$ cat src/rtl/gemm_drain.sv
// Result drain for a GEMM systolic array: grants one matrix at a time into a FWFT buffer.
// Optional build macro GEMM_DRAIN_STATS_EN enables the delivered-matrix counter on o_mat_cnt.
module gemm_drain #(
  parameter int C_DATA_WIDTH = 32,
  parameter int C_DIM        = 4,
  parameter int C_FIFO_DEPTH = 2 * C_DIM * C_DIM
) (
  input  logic                    clock,
  input  logic                    i_reset_n,
  input  logic [C_DATA_WIDTH-1:0] in_data,
  input  logic                    in_valid,
  output logic                    o_rd_output,
  output logic [C_DATA_WIDTH-1:0] out_data,
  output logic                    out_valid,
  input  logic                    out_ready,
  output logic                    out_last,
  output logic                    o_overflow,
  output logic                    o_protocol_err,
  output logic [15:0]             o_mat_cnt
);

  localparam int MAT = C_DIM * C_DIM;
  localparam int PW  = (C_FIFO_DEPTH > 1) ? $clog2(C_FIFO_DEPTH) : 1;
  localparam int CW  = $clog2(C_FIFO_DEPTH + 1);
  localparam int BW  = (MAT > 1) ? $clog2(MAT) : 1;

  typedef enum logic [1:0] {IDLE, GRANT, COLLECT} state_t;

  state_t                  state, state_nxt;
  logic [C_DATA_WIDTH-1:0] mem [C_FIFO_DEPTH];
  logic [C_FIFO_DEPTH-1:0] tag_mem;
  logic [PW-1:0]           wr_ptr, rd_ptr;
  logic [CW-1:0]           count;
  logic [BW-1:0]           beat;
  logic                    accept, push, pop, full, beat_last, grant_ok;
  logic [CW-1:0]           free_after_pop;

  assign out_valid      = (count != '0);
  assign pop            = out_valid && out_ready;
  assign full           = (count == CW'(C_FIFO_DEPTH));
  assign push           = accept && (!full || pop);
  assign beat_last      = (beat == BW'(MAT - 1));
  // A matrix is only granted once the whole of it is guaranteed to fit.
  assign free_after_pop = CW'(C_FIFO_DEPTH) - count + CW'(pop);
  assign grant_ok       = (free_after_pop >= CW'(MAT));
  assign out_data       = out_valid ? mem[rd_ptr] : '0;
  assign out_last       = out_valid && tag_mem[rd_ptr];

  always_ff @(posedge clock) begin
    if (!i_reset_n) state <= IDLE;
    else            state <= state_nxt;
  end

  always_comb begin
    state_nxt = state;
    case (state)
      IDLE:    if (grant_ok) state_nxt = GRANT;
      GRANT:   if (in_valid) state_nxt = beat_last ? IDLE : COLLECT;
      COLLECT: if (in_valid && beat_last) state_nxt = IDLE;
      default: state_nxt = IDLE;
    endcase
  end

  always_comb begin
    o_rd_output = (state == GRANT);
    accept      = in_valid && (state != IDLE);
  end

  always_ff @(posedge clock) begin
    if (!i_reset_n) begin
      wr_ptr         <= '0;
      rd_ptr         <= '0;
      count          <= '0;
      beat           <= '0;
      o_overflow     <= 1'b0;
      o_protocol_err <= 1'b0;
    end else begin
      if (accept) beat <= beat_last ? '0 : beat + 1'b1;
      if (push) wr_ptr <= (wr_ptr == PW'(C_FIFO_DEPTH - 1)) ? '0 : wr_ptr + 1'b1;
      if (pop)  rd_ptr <= (rd_ptr == PW'(C_FIFO_DEPTH - 1)) ? '0 : rd_ptr + 1'b1;
      if (push && !pop)      count <= count + 1'b1;
      else if (pop && !push) count <= count - 1'b1;
      if (accept && !push) o_overflow <= 1'b1;
      if (in_valid && (state == IDLE)) o_protocol_err <= 1'b1;
    end
  end

  // Storage needs no reset: out_data/out_last are masked while the buffer is empty.
  always_ff @(posedge clock) begin
    if (push) begin
      mem[wr_ptr]     <= in_data;
      tag_mem[wr_ptr] <= beat_last;
    end
  end

`ifdef GEMM_DRAIN_STATS_EN
  logic [15:0] mat_cnt;

  always_ff @(posedge clock) begin
    if (!i_reset_n)          mat_cnt <= '0;
    else if (pop && out_last) mat_cnt <= mat_cnt + 16'd1;
  end

  assign o_mat_cnt = mat_cnt;
`else
  assign o_mat_cnt = '0;
`endif

endmodule

$ cat config.mk
export PLATFORM = sky130hd
export DESIGN_NAME = gemm_drain
export DESIGN_NICKNAME = d
export VERILOG_FILES = /design/src/rtl/gemm_drain.sv
export SDC_FILE = /design/constraint.sdc
export NUM_CORES = 1
export LEC_CHECK = 0
export CORE_UTILIZATION = 65
export CTS_CLUSTER_DIAMETER = 60
export CTS_CLUSTER_SIZE = 16
export DETAILED_ROUTE_END_ITERATION = 8
export GPL_ROUTABILITY_DRIVEN = 0
export GPL_TIMING_DRIVEN = 1
export PLACE_DENSITY_LB_ADDON = 0.1
export RECOVER_POWER = 25
export SLEW_MARGIN = 5
export SYNTH_ARGS = -nofsm -noshare
export SYNTH_HDL_FRONTEND = slang
export SYNTH_SLANG_ARGS = --single-unit
export TNS_END_PERCENT = 5
$ cat constraint.sdc
create_clock -name clock -period 7.88 [get_ports clock]
set_input_delay 1.97 -clock clock [delete_from_list [all_inputs] [get_ports clock]]
set_output_delay 1.97 -clock clock [all_outputs]
set_load 0.1 [all_outputs]
---- Word level (Yosys, flattened, before mapping) ----
Memory sizes are Yosys's and may differ from the RTL's. A register that Yosys moved wholly into a read port is not among the register bits.
Cells that the tools add are included.
word-level totals
  register bits after elaboration ......... 56
  latch bits .............................. 0
  bits in writable memories ............... 1,024
  ROM bits ................................ 0
  input bits .............................. 36
  output and inout port bits .............. 53
  memories ................................ 1
memories
  memory  depth  width  read ports  clocked after Yosys merged registers in  wr ports  RTL line  RTL
  mem     32     32     1           1                                        1         30        logic [C_DATA_WIDTH-1:0] mem [C_FIFO_DEPTH];
operators by class
  add/subtract/negate cells ............... 7
  multiply operators ...................... 0
  div/mod/pow operators ................... 0
  $lt $le $gt $ge ......................... 4
  equality and inequality tests ........... 9
  shift operators ......................... 0
  muxes and demuxes ....................... 20
  bitwise logic cells ..................... 0
  reductions and logical operators ........ 19
operator list
  cell                                                                number
  bitwise mux 32 bit                                                  1
  2-to-1 mux 32 bit                                                   1
  2-to-1 mux 5 bit                                                    4
  < comparator 5 x 6 -> 1 bit (second input constant)                 2
  2-to-1 mux 6 bit                                                    2
  adder 5 x 1 -> 5 bit (second input constant)                        2
  equality test 5 bit (second input constant)                         2
  logical AND 1 bit                                                   10
  2-to-1 mux 2 bit                                                    4
  adder 6 x 1 -> 6 bit                                                1
  adder 6 x 1 -> 6 bit (second input constant)                        1
  equality test 6 bit (second input constant)                         1
  greater-or-equal comparator 6 x 5 -> 1 bit (second input constant)  1
  inequality test 2 bit (second input constant)                       3
  one-hot mux 2 bit (3 select lines)                                  1
  nonzero test 6 bit                                                  1
  subtractor 6 x 1 -> 6 bit (second input constant)                   1
  subtractor 6 bit (first input constant)                             1
  binary-select mux 1 bit (select 5 bit)                              1
  demux 1 bit (select 5 bit)                                          1
  greater-or-equal comparator 5 x 1 -> 1 bit (second input constant)  1
  adder 4 x 1 -> 4 bit (second input constant)                        1
  equality test 4 bit (second input constant)                         1
  2-to-1 mux 1 bit                                                    4
  other kinds (8)                                                     11

---- Depth between registers and ports, before layout ----
  depth after elaboration ................. 8
  gate-level depth with buffers ........... 11
  mapped depth without buffers ............ 10

---- Worst setup path after synthesis ----
OpenSTA, ideal clock, no wires.
  kind .................................... register -> output
  start ................................... reg count[0]
  end ..................................... out out_last
  data arrival time ....................... 4,111 ps
  data required time ...................... 5,910 ps
  slack ................................... 1,799 ps
  stages on the path, launching flop included .. 6
  cells stage by stage .................... dfxtp_1 > nor2_1 > nand3b_1 > clkbuf_1 > nand2_1 > a211oi_1
between the ends
  cells in the longest elaborated chain, start to end .. 2
RTL lines
  what                    RTL line  RTL
  from (decl)             33        logic [CW-1:0] count;
  from (signal assigned)  81        if (push && !pop) count <= count + 1'b1;
  from (signal assigned)  82        else if (pop && !push) count <= count - 1'b1;
  nonzero test 6 bit      38        assign out_valid = (count != '0);
  named net out_valid     14        output logic out_valid,
  logical AND 1 bit       47        assign out_last = out_valid && tag_mem[rd_ptr];
  to (decl)               16        output logic out_last,
The timed path passes the listed nets, and every way through them passes these cells.

==> summary.md <==
| Metric | Value |
|---|---|
| Total number of vias | 19700 |
| Port bufs | 72 |
| Core ar. | 0.0634 mm^2 |
| Largest area contributor in the netlist | edfxtp_1 |
| Max_slew headroom | -0.120 |
| Antenna cells | 0 |
| Flops & latches, synth | 1085 |
| Arrival time worst endpoint | 4720 ps |
| Power Dens Cells | 294 mW/mm^2 |
| Remaining DRCs | 0 |
| Cts hold-fix bufs | 0 |
| Die area | 0.0656 mm^2 |
| Synth unique cells | 53 |
| Antenna violations before repair | 0 |
| DR WL/cell | 34.6 um |
| # clock sinks | 1085 |
| Via density | 7.04 |
| RSZ-0062 raised after global routing | false |
| Seq. cell area | 0.0323 mm^2 |
| Failing checks | capacitance limit, slew limit |
| Worst-Skew Late Latency | 640 ps |
| Mux cell area share after synthesis | 0.168 |
| WHS Path Cells | 1 |
| PostCTS Resize Cnt | 0 |
| Die width | 256 um |
| # fillers | 3491 |
| Nature of the critical path endpoint | output port |
| Post-Synth XOR/XNOR Area | 0.00104 |
| CTS Buffer Depth | 3 |
| Synth-to-Final Area Change | 9.97% |
| Slowest stage delay, CP | 1270 ps |
| Fmax | 0.149 GHz |
| Simple-Gate Fraction of Synth Area | 0.0147 |
| Max Slew Vio Count | 66 |
| Register area share after synthesis | 0.769 |
| Worst reg2reg path depth | 10 |
| CTS tree | built |
| Die height | 256 um |
| Net count, final | 1978 |
| First-pass GRT wire length | 141 mm |
| Ranking of synthesized cells by area | edfxtp_1 (76%), mux4_2 (16%), dfxtp_1 (1.4%) |
| Top FF cell, synth | edfxtp_1 |
| Synthesized instance count | 1810 |
| Cells along the critical path | buf_4, mux4_2, mux4_2, inv_1, a221oi_2, clkdlybuf4s50_1 |
| CP most frequent cell | mux4_2 |
| Number of max-cap violations | 2 |
| Crit share post-route | 0.850 |
| Adder-Cell Fraction of Synth Area | 0.00435 |
| Post-CTS setup buffers | 0 |
| Mapped cell area | 0.0420 mm^2 |
| Leak | 13.8 nW |
| Synth top area share | 0.755 |
| Vias in the first global route | 20300 |
| Crit Path Max Fanout | 61 |
| Routed Antenna Nets | 0 |
| EDFF count, synth | 1056 |
| Required time at the worst-slack endpoint | 5910 ps |
| Hold Path Class | reg -> reg |
| Slew of the pin with the lowest slew margin | 1680 ps |
| CTS Buf Count | 79 |
| # IOs | 89 |
| Compound-Gate Fraction of Synth Area | 0.0244 |
| Outcome | complete, but fails checks |
| Startpoint types | register |
| Overflow after GRT | 0 |
| Proportion of layout cells with a drive suffix above 1 | 0.267 |
| Hold Vio Cnt, Final | 0 |
| Mapped Avg Cell Area | 23.2 um^2 |
| Starting Density | 0.662 |
| Largest net degree at the start of global routing | 62 |
| Crit-path slowest cell | clkdlybuf4s50_1 |
| Drt pass-1 iters | 7 |
| Initial DRC Count | 2530 |
| Routed WL | 96.9 mm |
| Clk root buf | clkbuf_16 |
| Async set-reset flop share out of synthesis | 0 |
| Crit path kind | reg -> out |
| CTS clk-pin slew, worst paths | 70 ps |
| Worst Skew | 31.2 ps |
| Most common cell in the netlist | edfxtp_1 |
| Final setup vio count | 0 |
| Final min period | 6690 ps |
| GRT Total Usage | 0.305 |
| Total chip power | 13.6 mW |
| Cell Rows | 92 |
| HPWL after DPL | 56.0 mm |
| Area of the multi-input gates | 0.00922 mm^2 |
| Setup TNS Final | 0 ps |
| IR drop worst, VDD | 0.000315 V |
| H-tree lvl count | 3 |
| Commonest cells in the synthesized netlist | edfxtp_1 (1056), mux4_2 (297), clkbuf_1 (45) |
| Largest family of logic cells by synthesized area | multiplexers |
| Synth warn | 0 |
-- cell type report --
cell class                      instances  share of cell area
Sequential cell                      1085               0.699
Multi-Input combinational cell        590               0.200
Clock buffer                           98              0.0462
Timing Repair Buffer                  132              0.0270
Tap cell                              846              0.0229
Inverter                               40             0.00325
Clock inverter                          8             0.00149
-- flip-flops by register name, indices dropped and copies added, names as in the netlist, named ones only --
register	count
mem	1024
wr_ptr	5
count	6
o_protocol_err	1
state	2
beat	4
o_overflow	1
rd_ptr	5
tag_mem	32
-- where the power goes --
part / internal [mW] / switching [mW]
registers: 6.39 / 0.133
clock network: 1.91 / 1.86
logic: 1.20 / 2.07
total: 9.50 / 4.07
-- worst max-delay path: cells and delay by family (launching register included) --
kind                   cells  cell delay [ps]
buffers and inverters      3             1830
DFF                        1             1050
AOI/OAI and AO/OA          1              630
muxes                      2              540
-- logic make-up (layout without fill, tap and decap cells) --
kind of cell	after synthesis	in the layout
flops	1085	1085
mux	333	333
compound gates	103	103
buf+inv	150	278
xor+xnor	5	5
fa+ha+maj	14	14
other cells	1	16
simple gates	119	119
-- per-stage QoR --
stage                     hold WS [ps]  setup slack [ps]   util  instances  cell area, um^2
after global routing               511              1150  0.728       2799            46200
after global placement             453              1900  0.694       2693            44000
after CTS                          480              1210  0.729       2799            46200
after floorplan                    456              1800      -       1825            42100
final                              477              1190  0.728       2799            46200
after detailed placement           458              1890  0.694       2693            44000
-- worst paths after layout --
kind | slack, ps | start | endpoint
setup / recovery | 1190 | register | out_data[3]
hold / removal | 480 | o_protocol_err | o_protocol_err
setup reg to reg | 3950 | count[1] | count[5]
hold reg to reg | 480 | o_protocol_err | o_protocol_err
-- per-layer routing --
metal	global-route usage	vias up	part of all wire
met5	0	-	0
met4	0.0973	0	0.029
met3	0.0527	146	0.086
met2	0.500	1132	0.51
met1	0.426	10500	0.38
li1	-	7868	-
-- cells in the final DEF (no fill, tap or decap), drive strengths merged, types with 28 or more instances in the layout --
cell and instances:
edfxtp 1056, dfxtp 29, clkdlybuf4s50 52, nor2 38, mux2i 36, clkbuf 100
inv 28, mux4 297, a221oi 32, o221ai 32, buf 59
(Power assumes the default switching activity.)
